`src/rtl/vector_reader_pkg.sv`:
```
// Shared types and helpers for the vector reader and its memory read port.
// Holds the FSM state encoding, address stride and element-count clamp.
package vector_reader_pkg;

    typedef enum logic [1:0] {
        IDLE      = 2'd0,
        ISSUE     = 2'd1,
        WAIT_DATA = 2'd2,
        DONE      = 2'd3
    } reader_state_t;

    // Consecutive words sit one bus width apart in the byte address space.
    function automatic int unsigned stride_bytes(input int unsigned mdata_width);
        return mdata_width / 8;
    endfunction

    function automatic int unsigned clamp_count(input int unsigned requested,
                                                input int unsigned max_nodes);
        return (requested < max_nodes) ? requested : max_nodes;
    endfunction

endpackage

```
`src/rtl/vector_reader_mem_read_port.sv`:
```
// Single-word read handshake: holds the request until accepted, then waits
// for the data strobe. Reusable by any reader with one outstanding access.
module vector_reader_mem_read_port #(
    parameter int MADDR_WIDTH = 32,
    parameter int MDATA_WIDTH = 32,
    parameter int VALUE_WIDTH = 32
) (
    input  logic                   clock,
    input  logic                   reset,
    input  logic                   abort,
    input  logic                   request,
    input  logic [MADDR_WIDTH-1:0] addr,
    output logic                   mem_read_enable,
    output logic [MADDR_WIDTH-1:0] mem_addr,
    input  logic                   wait_request,
    input  logic                   mem_read_valid,
    input  logic [MDATA_WIDTH-1:0] mem_read_data,
    output logic                   accepted,
    output logic                   done,
    output logic [VALUE_WIDTH-1:0] data
);

    logic pending_q;

    assign mem_read_enable = request;
    assign mem_addr        = request ? addr : '0;
    assign accepted        = request & ~wait_request;
    assign done            = pending_q & mem_read_valid;

    // A response with no accepted request behind it (e.g. after an abort) is dropped.
    always_ff @(posedge clock or posedge reset) begin
        if (reset) begin
            pending_q <= 1'b0;
        end else if (abort) begin
            pending_q <= 1'b0;
        end else if (accepted) begin
            pending_q <= 1'b1;
        end else if (done) begin
            pending_q <= 1'b0;
        end
    end

    generate
        if (VALUE_WIDTH < MDATA_WIDTH) begin : g_truncate
            logic unused_upper;
            assign unused_upper = ^mem_read_data[MDATA_WIDTH-1:VALUE_WIDTH];
            assign data         = mem_read_data[VALUE_WIDTH-1:0];
        end else if (VALUE_WIDTH == MDATA_WIDTH) begin : g_direct
            assign data = mem_read_data;
        end else begin : g_extend
            assign data = {{(VALUE_WIDTH-MDATA_WIDTH){1'b0}}, mem_read_data};
        end
    endgenerate

endmodule

```
`src/rtl/vector_reader.sv`:
```
// Bulk loader: reads a run of consecutive memory words into an on-chip vector.
//   state     | meaning
//   IDLE      | waiting for enable; latches base address and clamped count
//   ISSUE     | read request on the bus until accepted
//   WAIT_DATA | waiting for the read data strobe of the current element
//   DONE      | whole vector loaded; ready held until enable drops
`ifndef DEFAULT_MAX_NODES
`define DEFAULT_MAX_NODES 16
`endif
`ifndef DEFAULT_INDEX_WIDTH
`define DEFAULT_INDEX_WIDTH 8
`endif
`ifndef DEFAULT_VALUE_WIDTH
`define DEFAULT_VALUE_WIDTH 16
`endif
`ifndef DEFAULT_MADDR_WIDTH
`define DEFAULT_MADDR_WIDTH 32
`endif
`ifndef DEFAULT_MDATA_WIDTH
`define DEFAULT_MDATA_WIDTH 32
`endif

module vector_reader
    import vector_reader_pkg::*;
#(
    parameter int MAX_NODES   = `DEFAULT_MAX_NODES,
    parameter int INDEX_WIDTH = `DEFAULT_INDEX_WIDTH,
    parameter int VALUE_WIDTH = `DEFAULT_VALUE_WIDTH,
    parameter int MADDR_WIDTH = `DEFAULT_MADDR_WIDTH,
    parameter int MDATA_WIDTH = `DEFAULT_MDATA_WIDTH
) (
    input  logic                   clock,
    input  logic                   reset,
    input  logic                   enable,
    input  logic [MADDR_WIDTH-1:0] starting_address,
    input  logic [INDEX_WIDTH-1:0] number_of_nodes,
    output logic                   mem_read_enable,
    output logic [MADDR_WIDTH-1:0] mem_addr,
    input  logic                   wait_request,
    input  logic                   mem_read_valid,
    input  logic [MDATA_WIDTH-1:0] mem_read_data,
    output logic [VALUE_WIDTH-1:0] value_vector [MAX_NODES],
    output logic                   ready
);

    localparam int CNT_W = $clog2(MAX_NODES + 1);
    localparam int SEL_W = (MAX_NODES > 1) ? $clog2(MAX_NODES) : 1;
    localparam int unsigned STRIDE_BYTES = stride_bytes(MDATA_WIDTH);

    reader_state_t          state_q, state_d;
    logic [MADDR_WIDTH-1:0] base_q;
    logic [MADDR_WIDTH-1:0] read_addr;
    logic [CNT_W-1:0]       count_q, count_in;
    logic [CNT_W-1:0]       index_q, index_next;
    logic                   ready_q;
    logic                   port_request;
    logic                   accepted;
    logic                   word_done;
    logic [VALUE_WIDTH-1:0] word_data;

    assign count_in   = CNT_W'(clamp_count(32'(number_of_nodes), MAX_NODES));
    assign index_next = index_q + CNT_W'(1);
    assign read_addr  = base_q + MADDR_WIDTH'(index_q) * MADDR_WIDTH'(STRIDE_BYTES);
    assign ready      = ready_q;

    vector_reader_mem_read_port #(
        .MADDR_WIDTH (MADDR_WIDTH),
        .MDATA_WIDTH (MDATA_WIDTH),
        .VALUE_WIDTH (VALUE_WIDTH)
    ) u_port (
        .clock           (clock),
        .reset           (reset),
        .abort           (~enable),
        .request         (port_request),
        .addr            (read_addr),
        .mem_read_enable (mem_read_enable),
        .mem_addr        (mem_addr),
        .wait_request    (wait_request),
        .mem_read_valid  (mem_read_valid),
        .mem_read_data   (mem_read_data),
        .accepted        (accepted),
        .done            (word_done),
        .data            (word_data)
    );

    always_ff @(posedge clock or posedge reset) begin
        if (reset) begin
            state_q <= IDLE;
        end else begin
            state_q <= state_d;
        end
    end

    always_comb begin
        state_d = state_q;
        if (!enable) begin
            state_d = IDLE;
        end else begin
            case (state_q)
                IDLE:      state_d = (count_in == '0) ? DONE : ISSUE;
                ISSUE:     if (accepted) state_d = WAIT_DATA;
                WAIT_DATA: if (word_done) state_d = (index_next == count_q) ? DONE : ISSUE;
                DONE:      state_d = DONE;
                default:   state_d = IDLE;
            endcase
        end
    end

    always_comb begin
        port_request = 1'b0;
        if (state_q == ISSUE) begin
            port_request = 1'b1;
        end
    end

    // Entries are only ever written on their own load cycle, so a restart keeps older data.
    always_ff @(posedge clock or posedge reset) begin
        if (reset) begin
            base_q  <= '0;
            count_q <= '0;
            index_q <= '0;
            ready_q <= 1'b0;
            for (int i = 0; i < MAX_NODES; i++) begin
                value_vector[i] <= '0;
            end
        end else if (!enable) begin
            index_q <= '0;
            ready_q <= 1'b0;
        end else begin
            case (state_q)
                IDLE: begin
                    base_q  <= starting_address;
                    count_q <= count_in;
                    index_q <= '0;
                end
                WAIT_DATA: begin
                    if (word_done) begin
                        value_vector[index_q[SEL_W-1:0]] <= word_data;
                        index_q <= index_next;
                    end
                end
                DONE:    ready_q <= 1'b1;
                default: ;
            endcase
        end
    end

endmodule

```
`config.mk`:
```
export PLATFORM = sky130hd
export DESIGN_NAME = vector_reader
export DESIGN_NICKNAME = d
export VERILOG_FILES = /design/src/rtl/vector_reader_pkg.sv /design/src/rtl/vector_reader_mem_read_port.sv /design/src/rtl/vector_reader.sv
export SDC_FILE = /design/constraint.sdc
export NUM_CORES = 1
export LEC_CHECK = 0
export ABC_AREA = 1
export BUFFER_PORTS_ARGS = -buffer_cell sky130_fd_sc_hd__buf_4
export CAP_MARGIN = 10
export CORE_AREA = 2 2 139 196
export DETAILED_ROUTE_END_ITERATION = 16
export DIE_AREA = 0 0 141 198
export PLACE_DENSITY_LB_ADDON = 0.3
export REMOVE_ABC_BUFFERS = 1
export SLEW_MARGIN = 10
export SYNTH_ARGS = -nofsm -noshare
export SYNTH_HDL_FRONTEND = slang
export SYNTH_SLANG_ARGS = --single-unit
```
`constraint.sdc`:
```
create_clock -name clock -period 17.32 [get_ports clock]
set_input_delay 3.464 -clock clock [delete_from_list [all_inputs] [get_ports clock]]
set_output_delay 3.464 -clock clock [all_outputs]
set_load 0.02 [all_outputs]
```
==> results.sh, run 1 <==
export IMPL_cts_hold_buffers=0
export IMPL_post_route_period_util=0.386
export IMPL_cts_repair_resized=0
export IMPL_critPathArrivalTime_ns=3.22
export IMPL_grt_first_pass_wirelength_mm=56.5
export IMPL_cts_sinks=302
export IMPL_synth_cell_types=32
export IMPL_h_tree_depth=1
export IMPL_ioPinCount=367
export IMPL_layout_nets=1762
export IMPL_rr_endpoint="value_vector[10]"
export IMPL_place_hpwl_mm=25.3
export IMPL_drc=0
export IMPL_ff2ff_path_depth=5
export IMPL_grt_max_degree=161
export IMPL_die_h_um=198
export IMPL_crit_type="register to primary output"
export IMPL_ant_nets=0
export IMPL_viasPerCell=5.27
export IMPL_num_rows=71
export IMPL_portBuffers=350
export IMPL_setup_violations=0
export IMPL_grt_pass1_vias=9899
export IMPL_postSynthAreaPerCell_um2=9.11
export IMPL_r2r_start="index_q[3]"
export IMPL_critPathLaunchType="register"
export IMPL_rrSetupSlack_ns=14.92
export IMPL_die_area_um2=27900
export IMPL_die_x_um=141
export IMPL_dr_first_iter_drc_count=739
export IMPL_status="completed"
export IMPL_finClkSkew_ns=0.00778
export IMPL_maxSlewHeadroom=0.326
export IMPL_netlist_instances=1362
export IMPL_cts_tree="done"
export IMPL_fmaxAchievable_mhz=150
export IMPL_rsz0062_at_grt="no"
export IMPL_power_leakage_nw=8.27
export IMPL_ys_ff_latch=302
export IMPL_diodes=0
export IMPL_drv_cap=0
export IMPL_path_max_fanout=13
export IMPL_synth_top_area_frac=0.609
export IMPL_startpoint="index_q[3]"
export IMPL_power_density_nw_per_um2=111
export IMPL_synthTopCellsByCount="nand2_1, dfrtp_1, o21ai_0"
export IMPL_clk_latency_ns=0.54
export IMPL_postPlaceCellArea_um2=15200
export IMPL_stdcell_area_um2=16200
export IMPL_numCtsBuffers=29
export IMPL_tightest_slew_ns=1.01
export IMPL_post_drt_wl_per_cell_um=18.3
export IMPL_overflow=0
export IMPL_antenna_found_initial=0
export IMPL_cp_endpoint="mem_addr[13]"
export IMPL_synth_most_common_cell="nand2_1"
export IMPL_yosys_warnings=0
export IMPL_synth_edf_count=0
export IMPL_clock_path_buffers=3
export IMPL_ir_drop_v=0.0000837
export IMPL_start_util=0.470
export IMPL_layout_drive_gt1_share=0.247
export IMPL_fin_tns_setup_ns=0
export IMPL_path_clk_slew_ns=0.06
export IMPL_period_needed_ns=6.69
export IMPL_required_ns=13.86
export IMPL_cts_root_buf="clkbuf_16"
export IMPL_finalWirelength_mm=37.1
export IMPL_synth_area_leaders="dfrtp_1, nand2_1, o21ai_0"
export IMPL_gp_congestion=0.950
export IMPL_synth_async_reset_ratio=1.00
export IMPL_area_growth_pct=30.3
export IMPL_yosysSeqAreaShare=0.609
export IMPL_grt_use_total=0.261
export IMPL_end_kind="primary output"
export IMPL_synth_area_um2=12400
export IMPL_hold_path_class="register to register"
export IMPL_slew_viol_final=0
export IMPL_synth_ff_type="dfrtp_1"
export IMPL_finalHoldViolCount=0
export IMPL_vias=10678
export IMPL_post_cts_buffers=0
export IMPL_first_pass_iters=5
export IMPL_yosysTopAreaCell="dfrtp_1"
export IMPL_core_area_um2=26400
logic make-up (layout without fill, tap and decap cells):
| group | Yosys count | count (layout) | synth area share |
|---|---|---|---|
| compound gates | 303 | 303 | 0.124 |
| xor+xnor | 6 | 6 | 0.00424 |
| fa+ha+maj | 10 | 10 | 0.0107 |
| buf+inv | 156 | 491 | 0.0541 |
| flops | 302 | 302 | 0.609 |
| simple gates | 585 | 585 | 0.197 |
placed cells by master (no fill, tap or decap), types with 3 or more instances in the layout:
cell type    n
nand2_1    439
buf_4      359
dfrtp_1    302
o21ai_0    196
o21ai_1     86
inv_1       75
nor2_1      74
nand3_1     35
clkbuf_16   29
nand4_1     17
ha_1         9
clkbuf_1     9
a21oi_1      8
nand4_4      7
o22ai_1      7
bufinv_16    6
clkinv_2     5
nor3_1       4
o21bai_1     3
xor2_1       3
xnor2_1      3
sequential cells by signal, summed over array words and instances (netlist names):
register	flops
u_port.pending_q	1
ready	1
value_vector	256
index_q	5
base_q	32
count_q	5
state_q	2
metrics by stage:
stage / util / worst slack (ns) / instances / power, W / hold WS (ns)
6_report: 0.613 / 10.63 / 2025 / 0.00180 / 0.480
5_1_grt: 0.613 / 10.52 / 2025 / 0.00188 / 0.500
4_1_cts: 0.613 / 10.69 / 2025 / 0.00182 / 0.485
3_5_place_dp: 0.574 / 11.28 / 1972 / 0.00114 / 0.470
3_3_place_gp: 0.574 / 11.35 / 1972 / 0.00113 / 0.467
2_1_floorplan: - / 5.51 / 1284 / 0.00100 / 0.455
layer usage:
metal,track usage,vias up,share of wire
met2,0.441,470,0.49
met5,0,-,0
li1,-,5036,-
met1,0.331,5076,0.39
met3,0.0467,96,0.076
met4,0.114,0,0.046
where the power goes:
part / internal (W) / leakage, nW / switching [W]
Sequential: 0.000758 / 4.16 / 0.0000483
Clock: 0.000406 / 0.487 / 0.000267
Combinational: 0.000111 / 3.63 / 0.000211
Total: 0.00128 / 8.27 / 0.000526
worst min path at each step:
stage | startpoint | end | cells after the start
4_1_cts | ready | ready | 2
3_5_place_dp | ready | ready | 2
2_1_floorplan | base_q[2] | base_q[2] | 2
3_3_place_gp | value_vector[184] | value_vector[184] | 2
5_1_grt | value_vector[252] | value_vector[252] | 2
6_report | ready | ready | 2
cell type report:
class,count,area (um^2)
Sequential cell,302,7560
Multi-Input combinational cell,904,4170
Timing Repair Buffer,360,2720
Tap cell,328,410
Inverter,78,300
Fill cell,2282,10200
Clock buffer,40,787
Clock inverter,13,220
critical path, stage by stage (launching register included):
cell,delay [ns]
dfrtp_1,0.70
ha_1,0.54
nand2_1,0.07
inv_1,0.09
nand3_1,0.08
o21ai_0,0.66
nor2_1,0.09
nor3_1,0.25
buf_4,0.20
Power figures use the tool's default switching activity.
==> inputs of run 2 (changes only) <==
Settings changed: ABC_AREA 1 to 0, CORE_AREA 2 2 139 196 to 2 2 144 202, DIE_AREA 0 0 141 198 to 0 0 146 204.
Clock period 17.32 ns to 5.35 ns, I/O delays scaled along.
==> run 2 against run 1 <==
  * Sequential power rose to 3.0 times the previous value
  * Critical endpoint is now mem_addr[25]
  * Critical path type unchanged
  * Clock power rose to 3.1 times the previous value
  * Highest routed layer unchanged
  * Register-to-register slack worse by 12 ns
  * Count of clock-buffer cells in the layout unchanged
  * Setup slack worse by 9.8 ns
  * Total power rose to 2.8 times the previous value
  * Synthesized cell count down 32%
  * Flip-flop and latch count unchanged
==> results.sh, run 2 <==
export IMPL_cts_tree="done"
export IMPL_ir_drop_v=0.000214
export IMPL_critPathLaunchType="register"
export IMPL_synth_async_reset_ratio=1.00
export IMPL_grt_first_pass_wirelength_mm=51.7
export IMPL_slew_viol_final=0
export IMPL_synth_area_um2=12900
export IMPL_power_leakage_nw=9.17
export IMPL_h_tree_depth=1
export IMPL_ant_nets=0
export IMPL_ff2ff_path_depth=3
export IMPL_critPathArrivalTime_ns=3.42
export IMPL_antenna_found_initial=0
export IMPL_synth_edf_count=0
export IMPL_die_x_um=146
export IMPL_synth_cell_types=45
export IMPL_rrSetupSlack_ns=2.58
export IMPL_synth_most_common_cell="dfrtp_1"
export IMPL_post_route_period_util=0.839
export IMPL_cts_hold_buffers=0
export IMPL_vias=8551
export IMPL_end_kind="primary output"
export IMPL_place_hpwl_mm=22.9
export IMPL_fin_cells=1655
export IMPL_fmaxAchievable_mhz=223
export IMPL_dp_cells=1599
export IMPL_ys_ff_latch=302
export IMPL_grt_use_total=0.222
export IMPL_portBuffers=350
export IMPL_tightest_slew_ns=1.16
export IMPL_first_pass_iters=4
export IMPL_dr_first_iter_drc_count=315
export IMPL_min_from="base_q[4]"
export IMPL_finalWirelength_mm=33.8
export IMPL_layout_common_cells="buf_4, dfrtp_1, mux2_2"
export IMPL_r2r_start="index_q[2]"
export IMPL_grt_max_degree=139
export IMPL_area_growth_pct=29.9
export IMPL_synth_area_leaders="dfrtp_1, mux2_2, mux2_4"
export IMPL_final_common_cell="buf_4"
export IMPL_viasPerCell=5.17
export IMPL_ioPinCount=367
export IMPL_numCtsBuffers=30
export IMPL_fin_tns_setup_ns=0
export IMPL_status="completed"
export IMPL_path_max_fanout=13
export IMPL_cts_root_buf="clkbuf_16"
export IMPL_clk_latency_ns=0.55
export IMPL_drv_cap=0
export IMPL_start_util=0.459
export IMPL_largest_reg_flops=256
export IMPL_post_cts_buffers=0
export IMPL_top_regs="value_vector x256, base_q x32"
export IMPL_yosys_warnings=0
export IMPL_diodes=0
export IMPL_yosysSeqAreaShare=0.586
export IMPL_cts_sinks=302
export IMPL_path_clk_slew_ns=0.06
export IMPL_cp_endpoint="mem_addr[25]"
export IMPL_num_rows=73
export IMPL_rr_endpoint="value_vector[177]"
export IMPL_rsz0062_at_grt="no"
export IMPL_synthTopCellsByCount="dfrtp_1, mux2_2, nand2_1"
export IMPL_largest_register="value_vector"
export IMPL_finalHoldViolCount=0
export IMPL_layout_nets=1343
export IMPL_setup_violations=0
export IMPL_clock_path_buffers=3
export IMPL_overflow=0
export IMPL_die_h_um=204
export IMPL_maxSlewHeadroom=0.228
export IMPL_period_needed_ns=4.49
export IMPL_startpoint="index_q[3]"
export IMPL_drc=0
export IMPL_core_area_um2=28100
export IMPL_postSynthAreaPerCell_um2=14.0
export IMPL_hold_path_class="register to register"
export IMPL_netlist_instances=923
export IMPL_post_drt_wl_per_cell_um=20.4
export IMPL_yosysTopAreaCell="dfrtp_1"
export IMPL_crit_type="register to primary output"
export IMPL_finClkSkew_ns=0.0115
export IMPL_min_path_cells=2
export IMPL_fillers=2279
export IMPL_synth_ff_type="dfrtp_1"
export IMPL_required_ns=4.28
export IMPL_grt_pass1_vias=8678
export IMPL_cts_repair_resized=0
export IMPL_power_density_nw_per_um2=296
export IMPL_layout_drive_gt1_share=0.521
export IMPL_gp_congestion=0.787
export IMPL_synth_top_area_frac=0.586
export IMPL_die_area_um2=29800
-- run 2: worst min path at each step --
stage | endpoint | slack, ns
global route | value_vector[220] | 0.51
global placement | base_q[1] | 0.45
detailed placement | base_q[1] | 0.46
floorplan | base_q[0] | 0.44
CTS | base_q[1] | 0.48
finish | base_q[4] | 0.48
-- run 2: cell families (layout without fill, tap and decap cells) --
family	Yosys count	after routing	share of synthesized area
xor+xnor	30	30	0.0204
mux	256	256	0.244
simple gates	202	202	0.0830
buf+inv	65	422	0.0267
fa+ha+maj	10	10	0.0103
compound gates	58	58	0.0301
flops	302	302	0.586
-- run 2: cell type report --
class | instances | area [um^2] | area share
inverter | 11 | 48.8 | 0.00291
sequential | 302 | 7560 | 0.451
multi-input combinational | 556 | 5000 | 0.299
timing repair buffer | 355 | 2680 | 0.160
clock buffer | 40 | 880 | 0.0525
tap | 375 | 469 | 0.0280
clock inverter | 16 | 116 | 0.00695
-- run 2: through the flow --
step                      cell area, um^2  hold WS, ns  power (W)  setup WS [ns]   util
after detailed placement            15800        0.461    0.00291           1.45  0.560
after global placement              15800        0.455    0.00290           1.44  0.560
final                               16800        0.481    0.00496          0.863  0.596
after floorplan                     12600        0.437    0.00270          -4.07      -
after CTS                           16800        0.480    0.00502          0.850  0.596
after global routing                16800        0.512    0.00516          0.644  0.596
-- run 2: worst max-delay path, stage by stage, from the launching register on --
cell	delay (ns)
dfrtp_1	0.76
ha_1	0.41
a21o_1	0.18
a21oi_1	0.76
a2111oi_0	0.29
xnor2_1	0.20
nor2_1	0.11
buf_4	0.15
-- run 2: power by group --
part           internal, W  leakage [nW]  switching, W
registers          0.00236          4.16     0.0000739
logic             0.000172          4.52      0.000262
clock network      0.00120         0.502      0.000892
-- run 2: layer usage --
layer | track usage | wire length, um | vias up
met2 | 0.390 | 17100 | 300
li1 | - | - | 3872
met3 | 0.0384 | 2130 | 60
met1 | 0.279 | 13400 | 4319
met5 | 0 | 0 | -
met4 | 0.0773 | 1140 | 0
==> inputs of run 3 (changes only) <==
Settings changed: CORE_AREA 2 2 144 202 to 2 2 142 199, DIE_AREA 0 0 146 204 to 0 0 144 201.
Clock period 5.35 ns to 4.45 ns, I/O delays scaled along.
==> run 3 against run 2 <==
  * Total power is 21% higher
  * Count of clock-buffer cells in the layout is 4 higher
  * Non-clock buffer count increased by 5
  * Critical path depth rose by 1
  * Global-route usage rose by 0.87 points
  * Register-to-register slack worse by 0.76 ns
  * Largest power group unchanged
  * Highest routed layer unchanged
==> results.sh, run 3 (synthesis results as in run 2) <==
export IMPL_fin_tns_setup_ns=0
export IMPL_die_h_um=201
export IMPL_numCtsBuffers=28
export IMPL_hold_path_class="register to register"
export IMPL_period_needed_ns=4.11
export IMPL_grt_first_pass_wirelength_mm=51.4
export IMPL_finish_utilization=0.614
export IMPL_path_delay_family="flip-flops"
export IMPL_setup_violations=0
export IMPL_cts_tree="done"
export IMPL_maxSlewHeadroom=0.420
export IMPL_power_leakage_nw=9.17
export IMPL_area_growth_pct=30.0
export IMPL_finClkSkew_ns=0.0102
export IMPL_first_pass_iters=4
export IMPL_max_stage_delay_ns=0.76
export IMPL_crit_slowest_cell="dfrtp_1"
export IMPL_core_area_um2=27300
export IMPL_postPlaceCellArea_um2=15800
export IMPL_crit_type="register to primary output"
export IMPL_viasPerCell=5.20
export IMPL_largest_register="value_vector"
export IMPL_die_area_um2=28900
export IMPL_top_regs="value_vector x256, base_q x32"
export IMPL_diodes=0
export IMPL_place_hpwl_mm=22.9
export IMPL_gp_congestion=0.811
export IMPL_grt_pass1_vias=8566
export IMPL_power_density_nw_per_um2=356
export IMPL_status="completed"
export IMPL_dr_first_iter_drc_count=328
export IMPL_critPathArrivalTime_ns=3.22
export IMPL_path_clk_slew_ns=0.07
export IMPL_slew_viol_final=0
export IMPL_finalPower_w=0.00598
export IMPL_grt_use_total=0.231
export IMPL_die_x_um=144
export IMPL_num_rows=72
export IMPL_critPathLaunchType="register"
export IMPL_h_tree_depth=1
export IMPL_post_route_period_util=0.923
export IMPL_layout_drive_gt1_share=0.514
export IMPL_layout_common_cells="buf_4, dfrtp_1, mux2_2"
export IMPL_path_max_fanout=13
export IMPL_start_util=0.473
export IMPL_stdcell_area_um2=16800
export IMPL_required_ns=3.56
export IMPL_end_kind="primary output"
export IMPL_post_drt_wl_per_cell_um=20.5
export IMPL_cts_repair_resized=0
export IMPL_post_cts_buffers=0
export IMPL_ant_nets=0
export IMPL_finalHoldViolCount=0
export IMPL_vias=8570
export IMPL_largest_reg_flops=256
export IMPL_cts_root_buf="clkbuf_16"
export IMPL_whs_ns=0.479
export IMPL_ioPinCount=367
export IMPL_critPathBufInv=2
export IMPL_cts_hold_buffers=0
export IMPL_ir_drop_v=0.000270
export IMPL_drc=0
export IMPL_clock_path_buffers=3
export IMPL_antenna_found_initial=0
export IMPL_fmaxAchievable_mhz=243
export IMPL_cp_common_cell="buf_4"
export IMPL_clk_latency_ns=0.55
export IMPL_final_common_cell="buf_4"
export IMPL_rsz0062_at_grt="no"
export IMPL_layout_nets=1346
export IMPL_cts_sinks=302
export IMPL_tightest_slew_ns=0.871
export IMPL_portBuffers=350
export IMPL_finalWirelength_mm=33.8
export IMPL_drv_cap=0
export IMPL_grt_max_degree=122
export IMPL_worstPathCellList="ha_1 > a21o_1 > a21oi_1 > buf_4 > a211oi_1 > xnor2_1 > nor2_1 > buf_4"
export IMPL_overflow=0
-- run 3: cell type report --
| type | instances | area [um^2] |
|---|---|---|
| tap | 370 | 463 |
| clock buffer | 44 | 832 |
| timing repair buffer | 360 | 2730 |
| sequential | 302 | 7560 |
| clock inverter | 6 | 136 |
| inverter | 11 | 48.8 |
| multi-input combinational | 556 | 5000 |
| fill | 2184 | 10500 |
-- run 3: per-layer routing --
layer,wire [um],vias to the layer above,GRT usage,part of all wire
met4,1020,0,0.0763,0.030
met1,13400,4340,0.289,0.40
met3,2120,59,0.0432,0.063
met5,0,-,0,0
li1,-,3875,-,-
met2,17300,296,0.401,0.51
-- run 3: power breakdown --
group / internal (W) / leakage [nW] / total (W) / switching, W
clock network: 0.00151 / 0.466 / 0.00252 / 0.00101
registers: 0.00283 / 4.16 / 0.00292 / 0.0000899
logic: 0.000211 / 4.54 / 0.000527 / 0.000317
total: 0.00456 / 9.17 / 0.00598 / 0.00142
-- run 3: worst paths after layout --
check | start | to | slack (ns) | cells after the start
setup / recovery | index_q[3] | mem_addr[17] | 0.34 | 8
hold / removal | base_q[1] | base_q[1] | 0.48 | 2
setup reg to reg | index_q[2] | value_vector[176] | 1.82 | 3
hold reg to reg | base_q[1] | base_q[1] | 0.48 | 2
max in group asynchronous | reset | value_vector[88] | 2.94 | 3
min in group asynchronous | reset | base_q[29] | 0.51 | 2
-- run 3: tightest hold or removal path, cell delays in order (launching register included) --
cell and delay (ns):
dfrtp_1 0.35, nand2_1 0.05, nand2_1 0.05
-- run 3: through the flow --
| stage | setup WS, ns | cells |
|---|---|---|
| after floorplan | -4.79 | 869 |
| after global placement | 1.02 | 1599 |
| after detailed placement | 0.960 | 1599 |
| after CTS | 0.367 | 1649 |
| after global routing | 0.127 | 1649 |
| final | 0.342 | 1649 |
